$ cat src/rtl/mux_scan_ctrl_pkg.sv
// Shared definitions for the mux scan controller: FSM encoding and
// channel/select widths of the downstream 4:1 mux.
package mux_scan_ctrl_pkg;

  localparam int NUM_CH = 4;
  localparam int SEL_W  = 2;

  typedef enum logic [1:0] {
    ST_IDLE   = 2'd0,
    ST_SETTLE = 2'd1,
    ST_HOLD   = 2'd2
  } state_e;

endpackage

$ cat src/rtl/mux_scan_next_ch.sv
// Combinational picker for the next enabled channel. With first_i set it returns
// the lowest enabled channel; otherwise it returns the lowest enabled channel above cur_i.
module mux_scan_next_ch
  import mux_scan_ctrl_pkg::*;
(
  input  logic [NUM_CH-1:0] mask_i,
  input  logic [SEL_W-1:0]  cur_i,
  input  logic              first_i,
  output logic [SEL_W-1:0]  nxt_o,
  output logic              found_o
);

  always_comb begin
    nxt_o   = '0;
    found_o = 1'b0;
    // Walk from the top so the lowest qualifying channel wins.
    for (int i = NUM_CH - 1; i >= 0; i--) begin
      if (mask_i[i] && (first_i || (SEL_W'(i) > cur_i))) begin
        nxt_o   = SEL_W'(i);
        found_o = 1'b1;
      end
    end
  end

endmodule

$ cat src/rtl/mux_scan_ctrl.sv
// Scan controller driving a 4:1 mux select: steps through enabled channels,
// waits dwell+1 cycles on each, samples mux_out, and hands off a 4-bit word.
module mux_scan_ctrl
  import mux_scan_ctrl_pkg::*;
#(
  parameter int DWELL_W = 4
) (
  input  logic               clk,
  input  logic               rst,
  input  logic               start,
  input  logic               abort,
  input  logic [DWELL_W-1:0] dwell,
  input  logic [NUM_CH-1:0]  chan_mask,
  input  logic               mux_out,
  output logic [SEL_W-1:0]   sel,
  output logic               busy,
  output logic               sample_valid,
  output logic [NUM_CH-1:0]  sample_data,
  input  logic               sample_ready,
  output logic               done,
  output state_e             dbg_state
);

  // Handshake: sample_data is offered while sample_valid is high and is held
  // stable until a cycle with sample_ready high; that cycle is the transfer,
  // and done pulses in the following cycle.

  state_e              state_q, state_d;
  logic [SEL_W-1:0]    sel_q, sel_d;
  logic                busy_q, busy_d;
  logic                valid_q, valid_d;
  logic [NUM_CH-1:0]   data_q, data_d;
  logic                done_q, done_d;
  logic [NUM_CH-1:0]   mask_q, mask_d;
  logic [DWELL_W-1:0]  dwell_q, dwell_d;
  logic [DWELL_W-1:0]  cnt_q, cnt_d;

  logic                nc_first;
  logic [NUM_CH-1:0]   nc_mask;
  logic [SEL_W-1:0]    nc_idx;
  logic                nc_found;

  // In IDLE the picker sees the live mask for the initial choice; afterwards the latched one.
  assign nc_first = (state_q == ST_IDLE);
  assign nc_mask  = nc_first ? chan_mask : mask_q;

  mux_scan_next_ch u_next_ch (
    .mask_i  (nc_mask),
    .cur_i   (sel_q),
    .first_i (nc_first),
    .nxt_o   (nc_idx),
    .found_o (nc_found)
  );

  always_comb begin
    state_d = state_q;
    sel_d   = sel_q;
    valid_d = valid_q;
    data_d  = data_q;
    done_d  = 1'b0;
    mask_d  = mask_q;
    dwell_d = dwell_q;
    cnt_d   = cnt_q;

    unique case (state_q)
      ST_IDLE: begin
        if (start && !abort) begin
          mask_d  = chan_mask;
          dwell_d = dwell;
          cnt_d   = dwell;
          data_d  = '0;
          if (nc_found) begin
            sel_d   = nc_idx;
            state_d = ST_SETTLE;
          end else begin
            valid_d = 1'b1;
            state_d = ST_HOLD;
          end
        end
      end
      ST_SETTLE: begin
        if (cnt_q != '0) begin
          cnt_d = cnt_q - 1'b1;
        end else begin
          data_d[sel_q] = mux_out;
          if (nc_found) begin
            sel_d = nc_idx;
            cnt_d = dwell_q;
          end else begin
            valid_d = 1'b1;
            state_d = ST_HOLD;
          end
        end
      end
      ST_HOLD: begin
        if (sample_ready) begin
          valid_d = 1'b0;
          done_d  = 1'b1;
          sel_d   = '0;
          state_d = ST_IDLE;
        end
      end
      default: state_d = ST_IDLE;
    endcase

    // Abort wins over everything but leaves the partial word visible.
    if (abort) begin
      state_d = ST_IDLE;
      sel_d   = '0;
      valid_d = 1'b0;
      done_d  = 1'b0;
    end

    busy_d = (state_d != ST_IDLE);
  end

  always_ff @(posedge clk or posedge rst) begin
    if (rst) begin
      state_q <= ST_IDLE;
      sel_q   <= '0;
      busy_q  <= 1'b0;
      valid_q <= 1'b0;
      data_q  <= '0;
      done_q  <= 1'b0;
      mask_q  <= '0;
      dwell_q <= '0;
      cnt_q   <= '0;
    end else begin
      state_q <= state_d;
      sel_q   <= sel_d;
      busy_q  <= busy_d;
      valid_q <= valid_d;
      data_q  <= data_d;
      done_q  <= done_d;
      mask_q  <= mask_d;
      dwell_q <= dwell_d;
      cnt_q   <= cnt_d;
    end
  end

  assign sel          = sel_q;
  assign busy         = busy_q;
  assign sample_valid = valid_q;
  assign sample_data  = data_q;
  assign done         = done_q;
  assign dbg_state    = state_q;

endmodule

$ cat config.mk
export PLATFORM = sky130hd
export DESIGN_NAME = mux_scan_ctrl
export DESIGN_NICKNAME = d
export VERILOG_FILES = /design/src/rtl/mux_scan_ctrl_pkg.sv /design/src/rtl/mux_scan_next_ch.sv /design/src/rtl/mux_scan_ctrl.sv
export SDC_FILE = /design/constraint.sdc
export NUM_CORES = 1
export LEC_CHECK = 0
export BUFFER_PORTS_ARGS = -buffer_cell sky130_fd_sc_hd__buf_4
export CAP_MARGIN = 10
export CORE_ASPECT_RATIO = 1.2
export CORE_UTILIZATION = 30
export CTS_CLUSTER_DIAMETER = 200
export CTS_CLUSTER_SIZE = 16
export DETAILED_ROUTE_END_ITERATION = 16
export PLACE_DENSITY_LB_ADDON = 0.15
export SLEW_MARGIN = 20
export SYNTH_ARGS = -nofsm -noshare
export SYNTH_HDL_FRONTEND = slang
export SYNTH_SLANG_ARGS = --single-unit
$ cat constraint.sdc
create_clock -name clk -period 2.9 [get_ports clk]
set_clock_uncertainty 0.2 [all_clocks]
set_input_delay 0.145 -clock clk [delete_from_list [all_inputs] [get_ports clk]]
set_output_delay 0.145 -clock clk [all_outputs]
set_load 0.02 [all_outputs]
-- After elaboration in Yosys (flattened, before gate mapping)
Index checks and enable logic that the tools add are counted.
- output and inout port bits: 11
- bits of input ports: 14
- register bits: 23
- reductions and logical operators: 20
- equal/unequal tests: 8
- muxes and demuxes: 41
- magnitude comparators: 6
- add/sub/neg operators: 1
- operator list (kind ; number):
    $mux W2 ; 15
    $mux W4 ; 6
    $pmux W4 S2 ; 2
    $mux W1 ; 13
    $pmux W2 S3 ; 2
    $ne A3 B3 Y1 const B ; 3
    $reduce_bool A4 Y1 ; 2
    $logic_and A1 B1 Y1 ; 6
    $reduce_and A3 Y1 ; 2
    $bwmux W4 ; 1
    $gt A1 B2 Y1 const A ; 2
    $gt A2 B2 Y1 const A ; 2
    $logic_or A1 B1 Y1 ; 4
    $reduce_and A4 Y1 ; 1
    $reduce_bool A2 Y1 ; 2
    $sub A4 B1 Y4 const B ; 1
    $lt A2 B3 Y1 const B ; 1
    $ne A3 B2 Y1 const B ; 1
    $pmux W1 S3 ; 1
    $demux W1 S2 ; 1
    $eq A2 B1 Y1 const B ; 1
    $eq A2 B2 Y1 const B ; 1
    $ge A2 B1 Y1 const B ; 1
    $logic_not A2 Y1 ; 1
    other kinds (4) ; 4

-- Logic depth before layout (Yosys ltp)
Gate-level depths: netlist of the first run.
- word-level depth: 12
- gate-level depth with buffers: 8
- mapped depth without buffers: 7

-- Modules after synthesis
From an unflattened synthesis of the first run, not the netlist that was laid out.
- cells, all modules: 141
- area total of the unflattened synthesis: 1415.1 sq um
- by module, submodules not included (module ; area each (sq um) ; cells an instance ; seq. area each (sq um) ; instances):
    mux_scan_ctrl ; 1327.5 ; 126 ; 575.6 ; 1
    mux_scan_next_ch ; 87.6 ; 15 ; 0.0 ; 1

-- Worst setup path after synthesis of the first run
No wires, ideal clock.
- path kind: register to register
- start: reg state_q[0], in the netlist dbg_state[0]
- end: reg cnt_q[0]
- setup time: 0.141 ns
- cell stages (with the launch flop): 9
- data arrival time: 2.091 ns
- required time: 2.559 ns
- path slack: 0.468 ns
- buffers on the path: 1
- path through: dfrtp_1 inv_1 ha_1 clkbuf_8 or2_2 a32o_1 or2_1 a211oi_1 a211oi_1
- cells in the longest elaborated chain, start to end: 9
- elaborated cells on any way between the ends: 20
- ends and longest elaborated chain (element ; line ; RTL):
    start, declared ; mux_scan_ctrl.sv:28 ; state_e state_q, state_d;
    start signal, assigned ; mux_scan_ctrl.sv:129 ; state_q <= state_d;
    $logic_not A2 Y1 ; mux_scan_ctrl.sv:44, mux_scan_ctrl.sv:65 ;
    $mux W4 / $logic_or A1 B1 Y1 (equally long branches) ; mux_scan_ctrl.sv:45, mux_scan_next_ch.sv:18 ;
    $logic_and A1 B1 Y1 ; mux_scan_next_ch.sv:18 ; if (mask_i[i] && (first_i || (SEL_W'(i) > cur_i))) begin
    $mux W1 (4 in series) ; mux_scan_next_ch.sv:18 ;
    $ne A3 B3 Y1 (no line) ; n/a ;
    $reduce_and A3 Y1 (no line) ; n/a ;
    end signal, assigned ; mux_scan_ctrl.sv:137 ; cnt_q <= cnt_d;
    end, declared ; mux_scan_ctrl.sv:36 ; logic [DWELL_W-1:0] cnt_q, cnt_d;
Parallel ways exist; a longest one is shown, timed or not.
A chain may end at the register's enable or synchronous reset.

-- Final worst setup path of the first run
- start: reg state_q[0], in the netlist dbg_state[0]
- end: reg cnt_q[1]
Same word-level chain as after synthesis.

==> impl_metrics.tcl, run 1 <==
set metrics [dict create \
    numPortBuffers 24 \
    ant_nets 0 \
    final_hold_viol_count 0 \
    synthDistinctLibCells 36 \
    drtIter0Drc 35 \
    p_per_area_nw_per_um2 550 \
    outcome "finished clean" \
    drc 0 \
    cts_buffers 3 \
    start_util 0.321 \
    period_needed_ps 2570 \
    synth_ff_type "dfrtp_1" \
    grt_overflow_total 0 \
    grt_pass1_wl_um 5750 \
    worstMarginPinSlew_ps 939 \
    cap_violations 0 \
    syn_to_final_growth_pct 28.1 \
    synth-seq-area-share 0.411 \
    final_common_cell "buf_4" \
    die_y_um 76.9 \
    synth_edf_count 0 \
    wl_met1_um 1500 \
    dr.pass1.iters 4 \
    synth.top_cell.area_share 0.411 \
    htreeDepth 1 \
    yosys_warnings 0 \
    rrSetupSlack_ps 330 \
    viasPerCell 5.06 \
    wl_met2_um 1730 \
    min_from "sample_ready" \
    grt_pass1_vias 1195 \
    peakVddDrop_uv 205 \
    cts_tree "done" \
    r2r.worst_path.cells 7 \
    cp.required_ps 2900 \
    cts_buffer_depth 2 \
    r2r-start "dbg_state[0]$_DFF_PP0_" \
    grt_util_all_layers 0.150 \
    yosysTopAreaCell "dfrtp_1" \
    wl_um 3360 \
    path_clk_slew_ps 90 \
    synth_seq_cells 23 \
    dpl.hpwl_um 2520 \
    layout_common_cells "25 x buf_4, 23 x dfrtp_1, 12 x dlygate4sd3_1" \
    relSlewSlack 0.374 \
    io_pins 25 \
    layout.nets 199 \
    layout-drive-gt1-share 0.253 \
    timing.rr.end "cnt_q[1]$_DFFE_PP0P_" \
    synthArstFlopShare 1.00 \
    setup_viol 0 \
    vias 1183 \
    fp.dieW_um 64.4 \
    fmax_ghz 0.389 \
    syn_inst 142 \
    grt_max_degree 24 \
    critPathCaptureType "flop" \
    core_area_um2 4360 \
    root_buffer "clkbuf_8" \
    gp_congestion 0.752 \
    dr.max_layer_used "met4" \
    clock_latency_ps 270 \
    rsz0062_at_grt "no" \
    p_leak_uw 0.000801 \
    worstSetupStartpointType "flop" \
    maxSlewViolCount 0 \
    hold_class "in -> reg" \
    netlist_top_cells_area "dfrtp_1 41%, mux2_2 8.0%, ha_1 5.4%, mux2i_1 5.0%, nand2_1 2.9%" \
    cts_num_sinks 23 \
    whs_path_depth 5 \
    cp_max_fo 10 \
    holdPathEnd "dbg_state[0]$_DFF_PP0_" \
    p_total_uw 988 \
    route.met3.wl_um 74 \
    finalSetupTns_ps 0 \
    netlist_area_um2 1400 \
    diodes 0 \
    wl_per_cell_um 14.4 \
    syn_nets 162 \
    path_class "reg -> reg" \
    synth_area_per_cell_um2 9.87 \
    antenna_found_initial 0 \
    die-area_um2 4950 \
    critPathArrivalTime_ps 2570 \
    fin_crit_sh 0.886 \
    core.rowCount 26 \
]
## registers in the layout (all words and copies together), names as in the netlist
register / count
sample_valid: 1
dbg_state: 2
sample_data: 4
dwell_q: 4
sel: 2
done: 1
busy: 1
mask_q: 4
cnt_q: 4
## final cells by class
cell class | instances | area, um2
clock buffers | 3 | 41.3
multi-input cells | 107 | 769
well taps | 56 | 70.1
repair buffers | 37 | 308
flip-flops and latches | 23 | 576
fillers | 464 | 2560
inverters | 7 | 26.3
clock inverters | 1 | 5.00
## critical path: stages (launching register included)
cell	delay [ps]
dfrtp_1	440
inv_1	130
ha_1	380
mux2_2	390
a32o_1	270
or2_1	280
o21ai_2	200
mux2i_1	200
## cell usage after synthesis (3+ instances only)
cell type / count
dfrtp_1: 23
nand2_1: 11
nor2_1: 11
mux2_2: 10
a21oi_1: 8
inv_1: 7
mux2i_1: 7
ha_1: 6
o21ai_0: 6
a211oi_1: 5
nor3_1: 5
nand2b_1: 4
nand3_1: 4
o31ai_1: 4
clkbuf_1: 3
nor2b_1: 3
## routing by layer
metal | global-route usage | vias up
met5 | 0 | -
met4 | 0.0533 | 0
met3 | 0.0238 | 5
met2 | 0.263 | 17
met1 | 0.183 | 573
li1 | - | 588
## cells by family (layout without fill, tap and decap cells)
| family | Yosys count | in the layout | share of synthesized area |
|---|---|---|---|
| and+or+nand+nor | 47 | 47 | 0.172 |
| AOI/OAI and AO/OA | 37 | 37 | 0.193 |
| DFF | 23 | 23 | 0.411 |
| muxes | 17 | 17 | 0.130 |
| buffers and inverters | 12 | 48 | 0.0402 |
| adders and majority gates | 6 | 6 | 0.0536 |
## how the worst max path moves through the flow
stage                      startpoint              endpoint  slack [ps]  cells after the start
2_1_floorplan  dbg_state[0]$_DFF_PP0_  cnt_q[0]$_DFFE_PP0P_         470                      8
3_3_place_gp   dbg_state[0]$_DFF_PP0_  cnt_q[1]$_DFFE_PP0P_         420                      7
3_5_place_dp   dbg_state[0]$_DFF_PP0_  cnt_q[1]$_DFFE_PP0P_         320                      7
4_1_cts        dbg_state[0]$_DFF_PP0_  cnt_q[1]$_DFFE_PP0P_         300                      7
5_1_grt        dbg_state[0]$_DFF_PP0_  cnt_q[1]$_DFFE_PP0P_         120                      7
6_report       dbg_state[0]$_DFF_PP0_  cnt_q[1]$_DFFE_PP0P_         330                      7
## report_power, final
part	internal (uW)	total (uW)	switching [uW]
Sequential	379	440	60.4
Combinational	167	344	177
Clock	96.1	204	108
Total	643	988	345
## through the flow
step / utilization / std cells / hold WS, ps / cell area (um2) / setup WS [ps]
final: 0.412 / 234 / 271 / 1800 / 330
after global routing: 0.412 / 234 / 321 / 1800 / 115
after CTS: 0.412 / 234 / 262 / 1800 / 301
after detailed placement: 0.374 / 218 / 183 / 1630 / 318
after global placement: 0.374 / 218 / 175 / 1630 / 418
after floorplan: - / 142 / -53.1 / 1400 / 468
## repair_timing
| item | 4_1_cts | 5_1_grt |
|---|---|---|
| hold buffers | 12 | 0 |
| endpoints found under the hold margin | 45 | 0 |
| buffers inserted | 0 | 0 |
| setup endpoints to repair | 0 | 0 |
| gates resized for setup | 0 | 0 |
Power figures use the tool's default switching activity.
==> inputs of run 2 (changes only) <==
--- a/config.mk
+++ b/config.mk
@@ -16,4 +16,5 @@
 export SLEW_MARGIN = 20
 export SYNTH_ARGS = -nofsm -noshare
 export SYNTH_HDL_FRONTEND = slang
+export SYNTH_HIERARCHICAL = 1
 export SYNTH_SLANG_ARGS = --single-unit
==> run 2 against run 1 <==
Via count fell by 1.4%. Hold slack worse by 210 ps. Global-route usage shrank 1.3 points. Flip-flop and latch count unchanged. Critical path depth rose by 2. Clock power hardly changed. Highest routed layer unchanged. Power fell by 8.1%. Critical path type unchanged. Utilization decreased by 0.53 points. Non-clock buffer count grew 3.
==> impl_metrics.tcl, run 2 <==
set metrics [dict create \
    grt_util_all_layers 0.137 \
    synthDistinctLibCells 41 \
    yosys_warnings 6 \
    worstMarginPinSlew_ps 892 \
    drc 0 \
    cp_max_fo 8 \
    layout-drive-gt1-share 0.296 \
    netlist_top_cells_area "dfrtp_1 41%, mux2_2 8.8%, ha_1 4.4%, nand2b_1 4.4%, inv_1 3.4%" \
    critPathArrivalTime_ps 2700 \
    pre_cts_ws_ps -25.0 \
    placed_area_um2 1670 \
    syn_inst 141 \
    cts_buffer_depth 2 \
    syn_nets 160 \
    setup_ws_ps 147 \
    root_buffer "clkbuf_8" \
    p_per_area_nw_per_um2 489 \
    worstSetupStartpointType "flop" \
    dr.pass1.iters 4 \
    netlist_area_um2 1420 \
    cts_num_sinks 23 \
    hold_class "in -> reg" \
    cts_buffers 3 \
    fp.dieW_um 64.7 \
    grt_pass1_wl_um 5370 \
    core_area_um2 4560 \
    clock_latency_ps 260 \
    synth_area_per_cell_um2 10.0 \
    die_y_um 77.2 \
    maxSlewViolCount 0 \
    synthTopCellsByCount "23 x dfrtp_1, 13 x inv_1, 13 x nand2_1" \
    synth.top_cell.area_share 0.407 \
    path_class "reg -> reg" \
    vias 1166 \
    core.rowCount 27 \
    path_clk_slew_ps 80 \
    p_leak_uw 0.000835 \
    gp_congestion 0.823 \
    synth_ff_type "dfrtp_1" \
    wl_um 3130 \
    yosysTopAreaCell "dfrtp_1" \
    fin_area_um2 1850 \
    cp.required_ps 2840 \
    syn_to_final_growth_pct 31.0 \
    numPortBuffers 24 \
    drtIter0Drc 52 \
    finalSetupTns_ps 0 \
    ant_nets 0 \
    io_pins 25 \
    dpl.hpwl_um 2290 \
    start_util 0.310 \
    antenna_found_initial 0 \
    peakVddDrop_uv 167 \
    synthArstFlopShare 1.00 \
    fmax_ghz 0.363 \
    outcome "finished clean" \
    layout.nets 199 \
    viasPerCell 4.92 \
    synth_seq_cells 23 \
    grt_overflow_total 0 \
    synth_edf_count 0 \
    setup_viol 0 \
    yosys.cell_count.top_type "dfrtp_1" \
    cts_tree "done" \
    grt_max_degree 24 \
    period_needed_ps 2750 \
    relSlewSlack 0.405 \
    grt_pass1_vias 1161 \
    wl_per_cell_um 13.2 \
    cap_violations 0 \
    final_hold_viol_count 0 \
    htreeDepth 1 \
    die-area_um2 5000 \
    critPathCaptureType "flop" \
    layout_common_cells "28 x buf_4, 21 x dfrtp_1, 13 x inv_1, 13 x nand2_1, 12 x dlygate4sd3_1" \
    fin_util 0.407 \
    final_common_cell "buf_4" \
    fin_crit_sh 0.949 \
    diodes 0 \
    synth-seq-area-share 0.407 \
]
[run 2: final timing paths]
path | start | endpoint | slack [ps] | cells past startpoint
min | mux_out | sample_data[2]$_DFFE_PP0P_ | 60 | 3
max in group asynchronous | rst | dbg_state[0]$_DFF_PP0_ | 1470 | 3
max | dbg_state[0]$_DFF_PP0_ | cnt_q[3]$_DFFE_PP0P_ | 150 | 9
min in group asynchronous | rst | sample_data[2]$_DFFE_PP0P_ | 430 | 3
max reg2reg | dbg_state[0]$_DFF_PP0_ | cnt_q[3]$_DFFE_PP0P_ | 150 | 9
min reg2reg | sample_data[2]$_DFFE_PP0P_ | sample_data[2]$_DFFE_PP0P_ | 300 | 1
[run 2: cells by family (layout without fill, tap and decap cells)]
logic type,Yosys count,after routing,share of synthesized area
and+or+nand+nor,42,42,0.166
AOI/OAI and AO/OA,37,37,0.209
DFF,23,23,0.407
adders and majority gates,5,5,0.0442
buffers and inverters,19,57,0.0575
muxes,15,15,0.117
[run 2: power by group]
group / switching [uW] / leakage, uW / internal [uW]
sequential: 47.3 / 0.000291 / 370
combinational: 145 / 0.000522 / 145
clock: 103 / 0.0000228 / 98.0
[run 2: critical path, stage by stage (launching register included)]
cell and delay [ps]:
dfrtp_2 450, inv_1 150, ha_4 190, mux2_2 370, nor2b_1 170, o32ai_2 240
nand2b_1 150, inv_1 100, a32o_2 270, mux2_1 340
[run 2: through the flow]
stage          cells  hold slack [ps]  power (uW)
2_1_floorplan    141            -53.2         622
3_3_place_gp     220              187         693
3_5_place_dp     220              187         699
4_1_cts          236             52.1         916
5_1_grt          237             52.6         978
6_report         237             58.4         907
[run 2: area by class of cell]
type	instances	area, um2
multi-input combinational	99	779
timing repair buffer	40	330
sequential	23	578
tap	58	72.6
inverter	13	48.8
fill	455	2710
clock buffer	4	45.0
[run 2: metal layers]
layer / vias up / routed length, um / GRT usage
met5: - / 0 / 0
li1: 590 / - / -
met4: 0 / 29 / 0.0533
met1: 560 / 1500 / 0.173
met2: 14 / 1520 / 0.235
met3: 2 / 75 / 0.0179
[run 2: repair_timing]
| item | CTS | global route |
|---|---|---|
| gates resized for setup | 1 | 2 |
| hold buffers | 12 | 0 |
| endpoints found under the hold margin | 36 | 0 |
| pin swaps | 0 | 1 |
| buffers inserted | 0 | 1 |
| endpoints found under the setup margin | 2 | 5 |
